==> config.mk <==
export PLATFORM = sky130hd
export DESIGN_NAME = ctrl_fsm_hs_flat
export DESIGN_NICKNAME = d
export VERILOG_FILES = /design/src/rtl/ctrl_fsm_hs_pkg.sv /design/src/rtl/ctrl_fsm_hs_if.sv /design/src/rtl/ctrl_fsm_hs_alu_dec.sv /design/src/rtl/ctrl_fsm_hs.sv /design/src/flat_wrapper.sv
export SDC_FILE = /design/constraint.sdc
export NUM_CORES = 1
export LEC_CHECK = 0
export CORE_ASPECT_RATIO = 2
export CORE_MARGIN = 1.5
export CORE_UTILIZATION = 48
export CTS_CLUSTER_SIZE = 10
export DETAILED_ROUTE_END_ITERATION = 12
export GPL_TIMING_DRIVEN = 1
export PLACE_DENSITY_LB_ADDON = 0.1
export SKIP_CTS_REPAIR_TIMING = 1
export SLEW_MARGIN = 20
export SYNTH_ARGS = -nofsm -noshare
export SYNTH_HDL_FRONTEND = slang
export SYNTH_SLANG_ARGS = --single-unit
==> constraint.sdc <==
create_clock -name clk -period 5.3 [get_ports clk]
set_input_delay 1.06 -clock clk [delete_from_list [all_inputs] [get_ports clk]]
set_output_delay 1.06 -clock clk [all_outputs]
set_load 0.03 [all_outputs]
==> src/rtl/ctrl_fsm_hs_pkg.sv <==
// Shared types and encodings for the multicycle control FSM: states, RV32 opcodes,
// ALU operations and the datapath mux selects.
package ctrl_fsm_hs_pkg;

   typedef enum logic [3:0] {
      ST_FETCH,
      ST_FWAIT,
      ST_DECODE,
      ST_EXEC,
      ST_MADDR,
      ST_MWAIT,
      ST_WBACK,
      ST_BRANCH,
      ST_JUMP,
      ST_TRAP,
      ST_HALT
   } state_t;

   localparam logic [6:0] OPC_LOAD   = 7'b0000011;
   localparam logic [6:0] OPC_OPIMM  = 7'b0010011;
   localparam logic [6:0] OPC_STORE  = 7'b0100011;
   localparam logic [6:0] OPC_OP     = 7'b0110011;
   localparam logic [6:0] OPC_LUI    = 7'b0110111;
   localparam logic [6:0] OPC_BRANCH = 7'b1100011;
   localparam logic [6:0] OPC_JALR   = 7'b1100111;
   localparam logic [6:0] OPC_JAL    = 7'b1101111;

   localparam logic [31:0] INSTR_EBREAK = 32'h0010_0073;
   localparam logic [31:0] INSTR_NOP    = 32'h0000_0013;

   localparam logic [3:0] ALU_ADD  = 4'd0;
   localparam logic [3:0] ALU_SUB  = 4'd1;
   localparam logic [3:0] ALU_AND  = 4'd2;
   localparam logic [3:0] ALU_OR   = 4'd3;
   localparam logic [3:0] ALU_XOR  = 4'd4;
   localparam logic [3:0] ALU_SLT  = 4'd5;
   localparam logic [3:0] ALU_SLTU = 4'd6;
   localparam logic [3:0] ALU_SLL  = 4'd7;
   localparam logic [3:0] ALU_SRL  = 4'd8;
   localparam logic [3:0] ALU_SRA  = 4'd9;

   // PCS_JALR selects the raw ALU result with bit 0 cleared
   localparam logic [1:0] PCS_ALU    = 2'd0;
   localparam logic [1:0] PCS_ALUOUT = 2'd1;
   localparam logic [1:0] PCS_JALR   = 2'd2;

   localparam logic       ALUA_PC  = 1'b0;
   localparam logic       ALUA_RS1 = 1'b1;
   localparam logic [1:0] ALUB_RS2  = 2'd0;
   localparam logic [1:0] ALUB_IMM  = 2'd1;
   localparam logic [1:0] ALUB_FOUR = 2'd2;

   localparam logic [2:0] IMM_I = 3'd0;
   localparam logic [2:0] IMM_S = 3'd1;
   localparam logic [2:0] IMM_B = 3'd2;
   localparam logic [2:0] IMM_U = 3'd3;
   localparam logic [2:0] IMM_J = 3'd4;

   localparam logic [2:0] WB_ALU = 3'd0;
   localparam logic [2:0] WB_MDR = 3'd1;
   localparam logic [2:0] WB_IMM = 3'd2;
   localparam logic [2:0] WB_PC  = 3'd3;

   function automatic logic isWaitState(state_t s);
      return (s == ST_FWAIT) || (s == ST_MWAIT);
   endfunction

endpackage

==> src/rtl/ctrl_fsm_hs_if.sv <==
// Bundle of instruction word, memory handshakes and datapath control lines between
// the control FSM (master) and the datapath/memory side (slave).
interface ctrl_fsm_hs_if #(parameter int CNT_W = 32);
   logic [31:0]      instr;
   logic             imem_ready;
   logic             dmem_ready;
   logic             imem_req;
   logic             dmem_req;
   logic             dmem_we;
   logic [1:0]       mem_size;
   logic             load_unsigned;
   logic             pc_write;
   logic             ir_load;
   logic             ab_load;
   logic             aluout_load;
   logic             mdr_load;
   logic             reg_write;
   logic [1:0]       pc_src;
   logic             alu_a_sel;
   logic [1:0]       alu_b_sel;
   logic [3:0]       alu_op;
   logic [2:0]       imm_sel;
   logic [2:0]       wb_sel;
   logic             branch_en;
   logic [2:0]       branch_cond;
   logic             trap;
   logic             halted;
   logic [CNT_W-1:0] instret;

   modport master (
      input  instr, imem_ready, dmem_ready,
      output imem_req, dmem_req, dmem_we, mem_size, load_unsigned,
             pc_write, ir_load, ab_load, aluout_load, mdr_load, reg_write,
             pc_src, alu_a_sel, alu_b_sel, alu_op, imm_sel, wb_sel,
             branch_en, branch_cond, trap, halted, instret
   );

   modport slave (
      output instr, imem_ready, dmem_ready,
      input  imem_req, dmem_req, dmem_we, mem_size, load_unsigned,
             pc_write, ir_load, ab_load, aluout_load, mdr_load, reg_write,
             pc_src, alu_a_sel, alu_b_sel, alu_op, imm_sel, wb_sel,
             branch_en, branch_cond, trap, halted, instret
   );
endinterface

==> src/rtl/ctrl_fsm_hs_alu_dec.sv <==
// Combinational ALU operation decode from opcode, funct3 and funct7 bit 5.
module ctrl_alu_dec
   import ctrl_fsm_hs_pkg::*;
(
   input  logic [6:0] i_opcode,
   input  logic [2:0] i_funct3,
   input  logic       i_funct7b5,
   output logic [3:0] o_aluOp
);

   logic w_isRegOp;

   assign w_isRegOp = (i_opcode == OPC_OP);

   // Only register-register ops use funct7 to pick SUB; immediates always add
   always_comb begin
      o_aluOp = ALU_ADD;
      if (w_isRegOp || (i_opcode == OPC_OPIMM)) begin
         case (i_funct3)
            3'b000:  o_aluOp = (w_isRegOp && i_funct7b5) ? ALU_SUB : ALU_ADD;
            3'b001:  o_aluOp = ALU_SLL;
            3'b010:  o_aluOp = ALU_SLT;
            3'b011:  o_aluOp = ALU_SLTU;
            3'b100:  o_aluOp = ALU_XOR;
            3'b101:  o_aluOp = i_funct7b5 ? ALU_SRA : ALU_SRL;
            3'b110:  o_aluOp = ALU_OR;
            default: o_aluOp = ALU_AND;
         endcase
      end
   end

endmodule

==> src/rtl/ctrl_fsm_hs.sv <==
// Multicycle RV32 control FSM with memory-ready handshakes, wait timeout trap,
// EBREAK halt and a retired-instruction counter.
module ctrl_fsm_hs
   import ctrl_fsm_hs_pkg::*;
#(
   parameter int CNT_W       = 32,
   parameter int MEM_TIMEOUT = 15
)
(
   input  logic            clk,
   input  logic            reset,
   ctrl_fsm_hs_if.master   bus
);

   localparam int WAIT_W = $clog2(MEM_TIMEOUT + 1);

   state_t            r_state;
   state_t            w_nextState;
   logic [WAIT_W-1:0] r_waitCnt;
   logic [CNT_W-1:0]  r_instret;
   logic [6:0]        w_opcode;
   logic [2:0]        w_funct3;
   logic [3:0]        w_aluDecOp;
   logic              w_isStore;
   logic              w_timeout;

   assign w_opcode    = bus.instr[6:0];
   assign w_funct3    = bus.instr[14:12];
   assign w_isStore   = (w_opcode == OPC_STORE);
   assign w_timeout   = (r_waitCnt == WAIT_W'(MEM_TIMEOUT - 1));
   assign bus.instret = r_instret;

   ctrl_alu_dec u_aluDec (
      .i_opcode   (w_opcode),
      .i_funct3   (w_funct3),
      .i_funct7b5 (bus.instr[30]),
      .o_aluOp    (w_aluDecOp)
   );

   // Wait counter restarts whenever a wait state is entered or left
   always_ff @(posedge clk or posedge reset) begin
      if (reset) begin
         r_state   <= ST_FETCH;
         r_waitCnt <= '0;
         r_instret <= '0;
      end else begin
         r_state <= w_nextState;
         if (isWaitState(r_state) && (w_nextState == r_state))
            r_waitCnt <= r_waitCnt + 1'b1;
         else
            r_waitCnt <= '0;
         if ((w_nextState == ST_FETCH) && (r_state != ST_FETCH))
            r_instret <= r_instret + 1'b1;
      end
   end

   always_comb begin
      w_nextState       = r_state;
      bus.imem_req      = 1'b0;
      bus.dmem_req      = 1'b0;
      bus.dmem_we       = 1'b0;
      bus.mem_size      = 2'd0;
      bus.load_unsigned = 1'b0;
      bus.pc_write      = 1'b0;
      bus.ir_load       = 1'b0;
      bus.ab_load       = 1'b0;
      bus.aluout_load   = 1'b0;
      bus.mdr_load      = 1'b0;
      bus.reg_write     = 1'b0;
      bus.pc_src        = PCS_ALU;
      bus.alu_a_sel     = ALUA_PC;
      bus.alu_b_sel     = ALUB_RS2;
      bus.alu_op        = ALU_ADD;
      bus.imm_sel       = IMM_I;
      bus.wb_sel        = WB_ALU;
      bus.branch_en     = 1'b0;
      bus.branch_cond   = 3'd0;
      bus.trap          = 1'b0;
      bus.halted        = 1'b0;

      case (r_state)
         // The fetch request stays quiet while reset is held
         ST_FETCH: begin
            bus.imem_req = !reset;
            w_nextState  = ST_FWAIT;
         end
         ST_FWAIT: begin
            bus.imem_req = 1'b1;
            if (bus.imem_ready) begin
               bus.ir_load   = 1'b1;
               bus.pc_write  = 1'b1;
               bus.pc_src    = PCS_ALU;
               bus.alu_a_sel = ALUA_PC;
               bus.alu_b_sel = ALUB_FOUR;
               w_nextState   = ST_DECODE;
            end else if (w_timeout) begin
               w_nextState = ST_TRAP;
            end
         end
         ST_DECODE: begin
            bus.ab_load     = 1'b1;
            bus.aluout_load = 1'b1;
            bus.alu_a_sel   = ALUA_PC;
            bus.alu_b_sel   = ALUB_IMM;
            bus.imm_sel     = (w_opcode == OPC_JAL) ? IMM_J : IMM_B;
            if (bus.instr == INSTR_EBREAK)
               w_nextState = ST_HALT;
            else if (bus.instr == INSTR_NOP)
               w_nextState = ST_FETCH;
            else begin
               case (w_opcode)
                  OPC_OP, OPC_OPIMM, OPC_LUI: w_nextState = ST_EXEC;
                  OPC_LOAD, OPC_STORE:        w_nextState = ST_MADDR;
                  OPC_BRANCH:                 w_nextState = ST_BRANCH;
                  OPC_JAL, OPC_JALR:          w_nextState = ST_JUMP;
                  default:                    w_nextState = ST_TRAP;
               endcase
            end
         end
         ST_EXEC: begin
            bus.reg_write = 1'b1;
            bus.alu_a_sel = ALUA_RS1;
            bus.alu_op    = w_aluDecOp;
            if (w_opcode == OPC_LUI) begin
               bus.wb_sel  = WB_IMM;
               bus.imm_sel = IMM_U;
            end else if (w_opcode == OPC_OPIMM) begin
               bus.wb_sel    = WB_ALU;
               bus.alu_b_sel = ALUB_IMM;
               bus.imm_sel   = IMM_I;
            end else begin
               bus.wb_sel    = WB_ALU;
               bus.alu_b_sel = ALUB_RS2;
            end
            w_nextState = ST_FETCH;
         end
         ST_MADDR: begin
            bus.aluout_load = 1'b1;
            bus.alu_a_sel   = ALUA_RS1;
            bus.alu_b_sel   = ALUB_IMM;
            bus.imm_sel     = w_isStore ? IMM_S : IMM_I;
            w_nextState     = ST_MWAIT;
         end
         ST_MWAIT: begin
            bus.dmem_req      = 1'b1;
            bus.dmem_we       = w_isStore;
            bus.mem_size      = w_funct3[1:0];
            bus.load_unsigned = w_funct3[2];
            if (bus.dmem_ready) begin
               if (w_isStore)
                  w_nextState = ST_FETCH;
               else begin
                  bus.mdr_load = 1'b1;
                  w_nextState  = ST_WBACK;
               end
            end else if (w_timeout) begin
               w_nextState = ST_TRAP;
            end
         end
         ST_WBACK: begin
            bus.reg_write = 1'b1;
            bus.wb_sel    = WB_MDR;
            w_nextState   = ST_FETCH;
         end
         ST_BRANCH: begin
            bus.branch_en   = 1'b1;
            bus.branch_cond = w_funct3;
            bus.pc_src      = PCS_ALUOUT;
            bus.alu_a_sel   = ALUA_RS1;
            bus.alu_b_sel   = ALUB_RS2;
            bus.alu_op      = ALU_SUB;
            w_nextState     = ST_FETCH;
         end
         // PC already holds PC+4, which is the link value written to rd
         ST_JUMP: begin
            bus.reg_write = 1'b1;
            bus.wb_sel    = WB_PC;
            bus.pc_write  = 1'b1;
            if (w_opcode == OPC_JALR) begin
               bus.pc_src    = PCS_JALR;
               bus.alu_a_sel = ALUA_RS1;
               bus.alu_b_sel = ALUB_IMM;
               bus.imm_sel   = IMM_I;
            end else begin
               bus.pc_src = PCS_ALUOUT;
            end
            w_nextState = ST_FETCH;
         end
         ST_TRAP: bus.trap   = 1'b1;
         ST_HALT: bus.halted = 1'b1;
         default: w_nextState = ST_TRAP;
      endcase
   end

endmodule
==> src/flat_wrapper.sv <==
// flat-port wrapper written by rule: the top's interface ports become plain ports
module ctrl_fsm_hs_flat import ctrl_fsm_hs_pkg::*;
#(
   parameter int CNT_W       = 32,
   parameter int MEM_TIMEOUT = 15
)
  (clk, reset, bus_instr, bus_imem_ready, bus_dmem_ready, bus_imem_req, bus_dmem_req, bus_dmem_we, bus_mem_size, bus_load_unsigned, bus_pc_write, bus_ir_load, bus_ab_load, bus_aluout_load, bus_mdr_load, bus_reg_write, bus_pc_src, bus_alu_a_sel, bus_alu_b_sel, bus_alu_op, bus_imm_sel, bus_wb_sel, bus_branch_en, bus_branch_cond, bus_trap, bus_halted, bus_instret);
  ctrl_fsm_hs_if #(.CNT_W(CNT_W)) bus_i ();
  input  logic clk;
  input  logic reset;
  input wire logic [$bits(bus_i.instr)-1:0] bus_instr;
  input wire logic [$bits(bus_i.imem_ready)-1:0] bus_imem_ready;
  input wire logic [$bits(bus_i.dmem_ready)-1:0] bus_dmem_ready;
  output wire logic [$bits(bus_i.imem_req)-1:0] bus_imem_req;
  output wire logic [$bits(bus_i.dmem_req)-1:0] bus_dmem_req;
  output wire logic [$bits(bus_i.dmem_we)-1:0] bus_dmem_we;
  output wire logic [$bits(bus_i.mem_size)-1:0] bus_mem_size;
  output wire logic [$bits(bus_i.load_unsigned)-1:0] bus_load_unsigned;
  output wire logic [$bits(bus_i.pc_write)-1:0] bus_pc_write;
  output wire logic [$bits(bus_i.ir_load)-1:0] bus_ir_load;
  output wire logic [$bits(bus_i.ab_load)-1:0] bus_ab_load;
  output wire logic [$bits(bus_i.aluout_load)-1:0] bus_aluout_load;
  output wire logic [$bits(bus_i.mdr_load)-1:0] bus_mdr_load;
  output wire logic [$bits(bus_i.reg_write)-1:0] bus_reg_write;
  output wire logic [$bits(bus_i.pc_src)-1:0] bus_pc_src;
  output wire logic [$bits(bus_i.alu_a_sel)-1:0] bus_alu_a_sel;
  output wire logic [$bits(bus_i.alu_b_sel)-1:0] bus_alu_b_sel;
  output wire logic [$bits(bus_i.alu_op)-1:0] bus_alu_op;
  output wire logic [$bits(bus_i.imm_sel)-1:0] bus_imm_sel;
  output wire logic [$bits(bus_i.wb_sel)-1:0] bus_wb_sel;
  output wire logic [$bits(bus_i.branch_en)-1:0] bus_branch_en;
  output wire logic [$bits(bus_i.branch_cond)-1:0] bus_branch_cond;
  output wire logic [$bits(bus_i.trap)-1:0] bus_trap;
  output wire logic [$bits(bus_i.halted)-1:0] bus_halted;
  output wire logic [$bits(bus_i.instret)-1:0] bus_instret;
  assign bus_i.instr = bus_instr;
  assign bus_i.imem_ready = bus_imem_ready;
  assign bus_i.dmem_ready = bus_dmem_ready;
  assign bus_imem_req = bus_i.imem_req;
  assign bus_dmem_req = bus_i.dmem_req;
  assign bus_dmem_we = bus_i.dmem_we;
  assign bus_mem_size = bus_i.mem_size;
  assign bus_load_unsigned = bus_i.load_unsigned;
  assign bus_pc_write = bus_i.pc_write;
  assign bus_ir_load = bus_i.ir_load;
  assign bus_ab_load = bus_i.ab_load;
  assign bus_aluout_load = bus_i.aluout_load;
  assign bus_mdr_load = bus_i.mdr_load;
  assign bus_reg_write = bus_i.reg_write;
  assign bus_pc_src = bus_i.pc_src;
  assign bus_alu_a_sel = bus_i.alu_a_sel;
  assign bus_alu_b_sel = bus_i.alu_b_sel;
  assign bus_alu_op = bus_i.alu_op;
  assign bus_imm_sel = bus_i.imm_sel;
  assign bus_wb_sel = bus_i.wb_sel;
  assign bus_branch_en = bus_i.branch_en;
  assign bus_branch_cond = bus_i.branch_cond;
  assign bus_trap = bus_i.trap;
  assign bus_halted = bus_i.halted;
  assign bus_instret = bus_i.instret;
  ctrl_fsm_hs #(.CNT_W(CNT_W), .MEM_TIMEOUT(MEM_TIMEOUT)) u_core (.clk(clk), .reset(reset), .bus(bus_i));
endmodule
; Word-level counts from Yosys, hierarchy flattened
; Index checks and enable logic that the tools add are counted.
[totals]
elab_cells = 98
inputBits = 36
output_inout_bits = 65
regBits = 40
[classes]
muxes = 47
n_reduce_logical = 18
addsub = 2
eq_ne = 28
[op_table]
columns = cell, count
row1 = 4-bit case mux with 7 select lines, 2
row2 = "32-bit by 1-bit adder with 32-bit output, second input constant", 1
row3 = "32-bit by 21-bit == test with 1-bit output, second input constant", 1
row4 = "32-bit by 5-bit == test with 1-bit output, second input constant", 1
row5 = 4-bit 2-to-1 mux, 7
row6 = "7-bit by 6-bit == test with 1-bit output, second input constant", 3
row7 = "7-bit == test, second input constant", 3
row8 = 1-bit 2-to-1 mux, 20
row9 = 3-bit case mux with 3 select lines, 2
row10 = "4-bit by 3-bit == test with 1-bit output, second input constant", 4
row11 = "4-bit == test, second input constant", 4
row12 = 4-bit case mux with 4 select lines, 1
row13 = 2-bit 2-to-1 mux, 6
row14 = "3-bit == test, second input constant", 3
row15 = 3-bit 2-to-1 mux, 3
row16 = 3-bit OR reduction, 3
row17 = "4-bit by 2-bit == test with 1-bit output, second input constant", 2
row18 = 4-bit logical NOT, 2
row19 = 2-bit case mux with 4 select lines, 1
row20 = 4-bit case mux with 2 select lines, 1
row21 = 2-bit OR reduction, 4
row22 = "7-bit by 2-bit == test with 1-bit output, second input constant", 1
row23 = "7-bit by 5-bit == test with 1-bit output, second input constant", 1
row24 = "3-bit by 2-bit == test with 1-bit output, second input constant", 2
row25 = other kinds (12), 17

; Logic depth before layout (Yosys ltp)
[logic_depth]
depth_word = 9
depth_mapped = 10
ltp_nobuf = 9

; Modules after synthesis
; From an unflattened synthesis, not the netlist that was laid out.
[unflattened]
cells_unflattened = 292
hier_area_um2 = 2627.5
[modules_own_cells]
columns = module, seq_area_each_um2, area_per_inst_um2, cells_per_inst, n_inst
row1 = ctrl_fsm_hs, 1001.0, 2534.9, 278, 1
row2 = ctrl_alu_dec, 0.0, 92.6, 14, 1

; Least setup slack after synthesis
; OpenSTA, ideal clock, no wires.
[synth_path]
path_type = input -> output
from = in bus_instr[5]
to = out bus_alu_a_sel
t_arrival_ps = 2892
required_ps = 4240
stages = 8
setup_slack_ps = 1348
path_cell_list = clkbuf_1 > nand2_1 > nor4_1 > nor2b_1 > nand2_1 > nor2_1 > a21oi_1 > o31ai_1
[synth_via]
elab_chain_cells = 3
[synth_lines]
columns = item, line
row1 = "start, declared", flat_wrapper.sv:11  ; input wire logic [$bits(bus_i.instr)-1:0] bus_instr;
row2 = 7-bit == test, ctrl_fsm_hs.sv:179  ; if (w_opcode == OPC_JALR) begin
row3 = 1-bit 2-to-1 mux, ctrl_fsm_hs.sv:179
row4 = 1-bit case mux with 2 select lines, ctrl_fsm_hs.sv:81  ; case (r_state)
row5 = "end, declared", flat_wrapper.sv:26  ; output wire logic [$bits(bus_i.alu_a_sel)-1:0] bus_alu_a_sel;
; Every way passes these cells.

; Worst setup path in the final report
[layout_path]
from = in bus_instr[6]
to = out bus_alu_a_sel
; Same word-level chain as after synthesis.

==> flow_summary.json <==
{
  "fmax_ghz": 0.211,
  "cts_tree": "built",
  "p_int_w": 0.000475,
  "seq_area_frac_synth": 0.370,
  "pwr-share-comb": 0.093,
  "root_buffer": "clkbuf_8",
  "async_flop_share": 1.00,
  "path_delay_family": "buffers and inverters",
  "synth_top_family_by_area": "simple AND/OR/NAND/NOR gates",
  "rsz0062_at_grt": "false",
  "drc_errors": 0,
  "vias": 2623,
  "syn_area_per_cell_sq_um": 8.92,
  "drive_above_1_share": 0.0655,
  "layout_common_cells": "clkdlybuf4s50_1, dfrtp_1, xnor2_1, nand2_1",
  "synth_edf_count": 0,
  "final_hold_viol_count": 0,
  "hpwlAfterDp_mm": 6.17,
  "pwr-share-seq": 0.500,
  "n_fill_cell": 443,
  "synth-simple-area-share": 0.381,
  "synth_cell_type_count": 58,
  "path_buf_inv": 2,
  "ir_drop_mv": 0.335,
  "grt_pass1_vias": 2583,
  "setup_viol": 0,
  "synth_area_leaders": "dfrtp_1, xnor2_1, nand4_1",
  "cellPowerDensity_nw_per_um2": 160,
  "critPathSlowestCell": "clkdlybuf4s50_1",
  "n_antenna_cell": 0,
  "critPathKind": "in2out",
  "wl_per_cell_um": 17.2,
  "p_clk_frac": 0.407,
  "drt-vias-per-instance": 5.74,
  "period_share": 0.894,
  "crit_chain": "clkdlybuf4s50_1 -> nand2_1 -> nor4_1 -> nor2b_1 -> nand2_1 -> nor2_1 -> a21oi_1 -> o31ai_1 -> clkdlybuf4s50_1",
  "postRouteAntennaNets": 0,
  "power_w": 0.000610,
  "postLayoutCoreUtil": 0.706,
  "start_util": 0.499,
  "cpPeakStageDelay_ns": 0.70,
  "postSynthCellCount": 303,
  "multi_input_area_sq_um": 1590,
  "maxCapViolCount": 0,
  "syn_area_sq_um": 2700,
  "h-tree-depth": 2,
  "drt_iter0_drc": 95,
  "muxShareOfSynthArea": 0.00740,
  "die_h_um": 109,
  "finClkSkew_ns": 0.00550,
  "drt-total-wl_mm": 7.85,
  "port_buffers": 99,
  "p_leak_nw": 1.58,
  "grt_pass1_wl_mm": 12.6,
  "critPathMaxFanout": 11,
  "final-max-slew-violation-count": 0,
  "pin_count": 101,
  "antenna_found_initial": 0,
  "layout_commonest_cell": "clkdlybuf4s50_1",
  "postSynthNetCount": 342,
  "ys_ff_latch": 40,
  "synthAdderAreaFrac": 0.0139,
  "ys.warnings.count": 0,
  "netlist.top_cell.by_area": "dfrtp_1",
  "r2r_slack_ns": 2.39,
  "min_period_ns": 4.74,
  "gp_congestion": 0.843,
  "gr-usage-all-layers": 0.267,
  "synth_top_area_share": 0.370,
  "startpoint_type": "primary input",
  "core_area_sq_um": 5420,
  "die_w_um": 56.1,
  "cts_num_sinks": 40,
  "p_switching_w": 0.000135,
  "grt_remaining_overflow": 0,
  "grt_max_degree": 41,
  "clk_pin_slew_ns": 0.07,
  "synth_xor_area_frac": 0.113,
  "worstPathRequired_ns": 4.24,
  "p_sw_frac": 0.221,
  "numCtsBuffers": 5,
  "die-area_sq_um": 6120,
  "cp-end-kind": "primary output",
  "clock_latency_ns": 0.30,
  "clockBufferDepth": 2,
  "timing.slew.headroom": 0.282,
  "rows": 38,
  "syn2layout_area_growth_pct": 41.5,
  "synth_compound_area_frac": 0.0727,
  "run_status": "finished clean",
  "worstHoldPathType": "reg2reg",
  "synth_ff_type": "dfrtp_1",
  "register_area_sq_um": 1000,
  "arrival_ns": 3.68,
  "finalSetupTns_ns": 0,
  "finalNetCount": 435,
  "drtPass1Iterations": 4,
  "tightest_slew_ns": 1.07
}
-- kinds of logic after synthesis --
kind of cell / Yosys count
DFF: 40
buffers and inverters: 24
and+or+nand+nor: 174
other: 1
AOI/OAI and AO/OA: 25
xor gates and xnor gates: 34
adders and majority gates: 3
muxes: 2
-- routing by layer --
metal | wire length (um) | vias up | part of all wire | track usage
li1 | - | 1267 | - | -
met1 | 2750 | 1249 | 0.35 | 0.265
met2 | 4430 | 79 | 0.56 | 0.508
met3 | 257 | 28 | 0.033 | 0.0356
met4 | 408 | 0 | 0.052 | 0.165
met5 | 0 | - | 0 | 0
-- worst paths after layout --
check | endpoint | startpoint | cells past startpoint
max in group asynchronous | u_core.r_waitCnt[3] | reset | 3
setup / recovery | bus_alu_a_sel | bus_instr[6] | 9
hold / removal | u_core.r_waitCnt[0] | u_core.r_waitCnt[0] | 1
setup reg to reg | u_core.bus.instret[21] | u_core.r_state[2] | 7
min in group asynchronous | u_core.bus.instret[29] | reset | 3
hold reg to reg | u_core.r_waitCnt[0] | u_core.r_waitCnt[0] | 1
-- power groups by stage --
stage	Combinational (W)	Sequential, W	Clock [W]
CTS	0.0000572	0.000305	0.000253
global route	0.0000620	0.000305	0.000263
floorplan	0.0000209	0.000311	0
detailed placement	0.0000568	0.000311	0
finish	0.0000568	0.000305	0.000248
global placement	0.0000568	0.000311	0
-- final cells by class --
class                   count  area share
multi-input cells         239       0.417
flip-flops and latches     40       0.262
inverters                   8     0.00785
clock inverters             3      0.0111
clock buffers               5      0.0180
well taps                  60      0.0196
repair buffers            102       0.265
-- cell usage after synthesis (10+ instances only) --
cell type and instances:
dfrtp_1 40, xnor2_1 25, nand2_1 22, nand3_1 21, nor2_1 21, nand4_1 18
and3_1 16, nor2b_1 12, and2_1 11, nor3_1 11, nor4_1 10
-- state kept, by name (all words and copies together) (netlist names) --
signal,cells
u_core.bus.instret,32
u_core.r_state,4
u_core.r_waitCnt,4
-- through the flow --
| step | cell area [sq um] | setup slack [ns] | hold slack [ns] | cells |
|---|---|---|---|---|
| 2_1_floorplan | 2700 | 1.35 | 0.455 | 303 |
| 3_3_place_gp | 3710 | 0.675 | 0.477 | 449 |
| 3_5_place_dp | 3710 | 0.599 | 0.481 | 449 |
| 4_1_cts | 3820 | 0.587 | 0.493 | 457 |
| 5_1_grt | 3820 | 0.380 | 0.513 | 457 |
| 6_report | 3820 | 0.564 | 0.491 | 457 |
(Power assumes the default switching activity.)
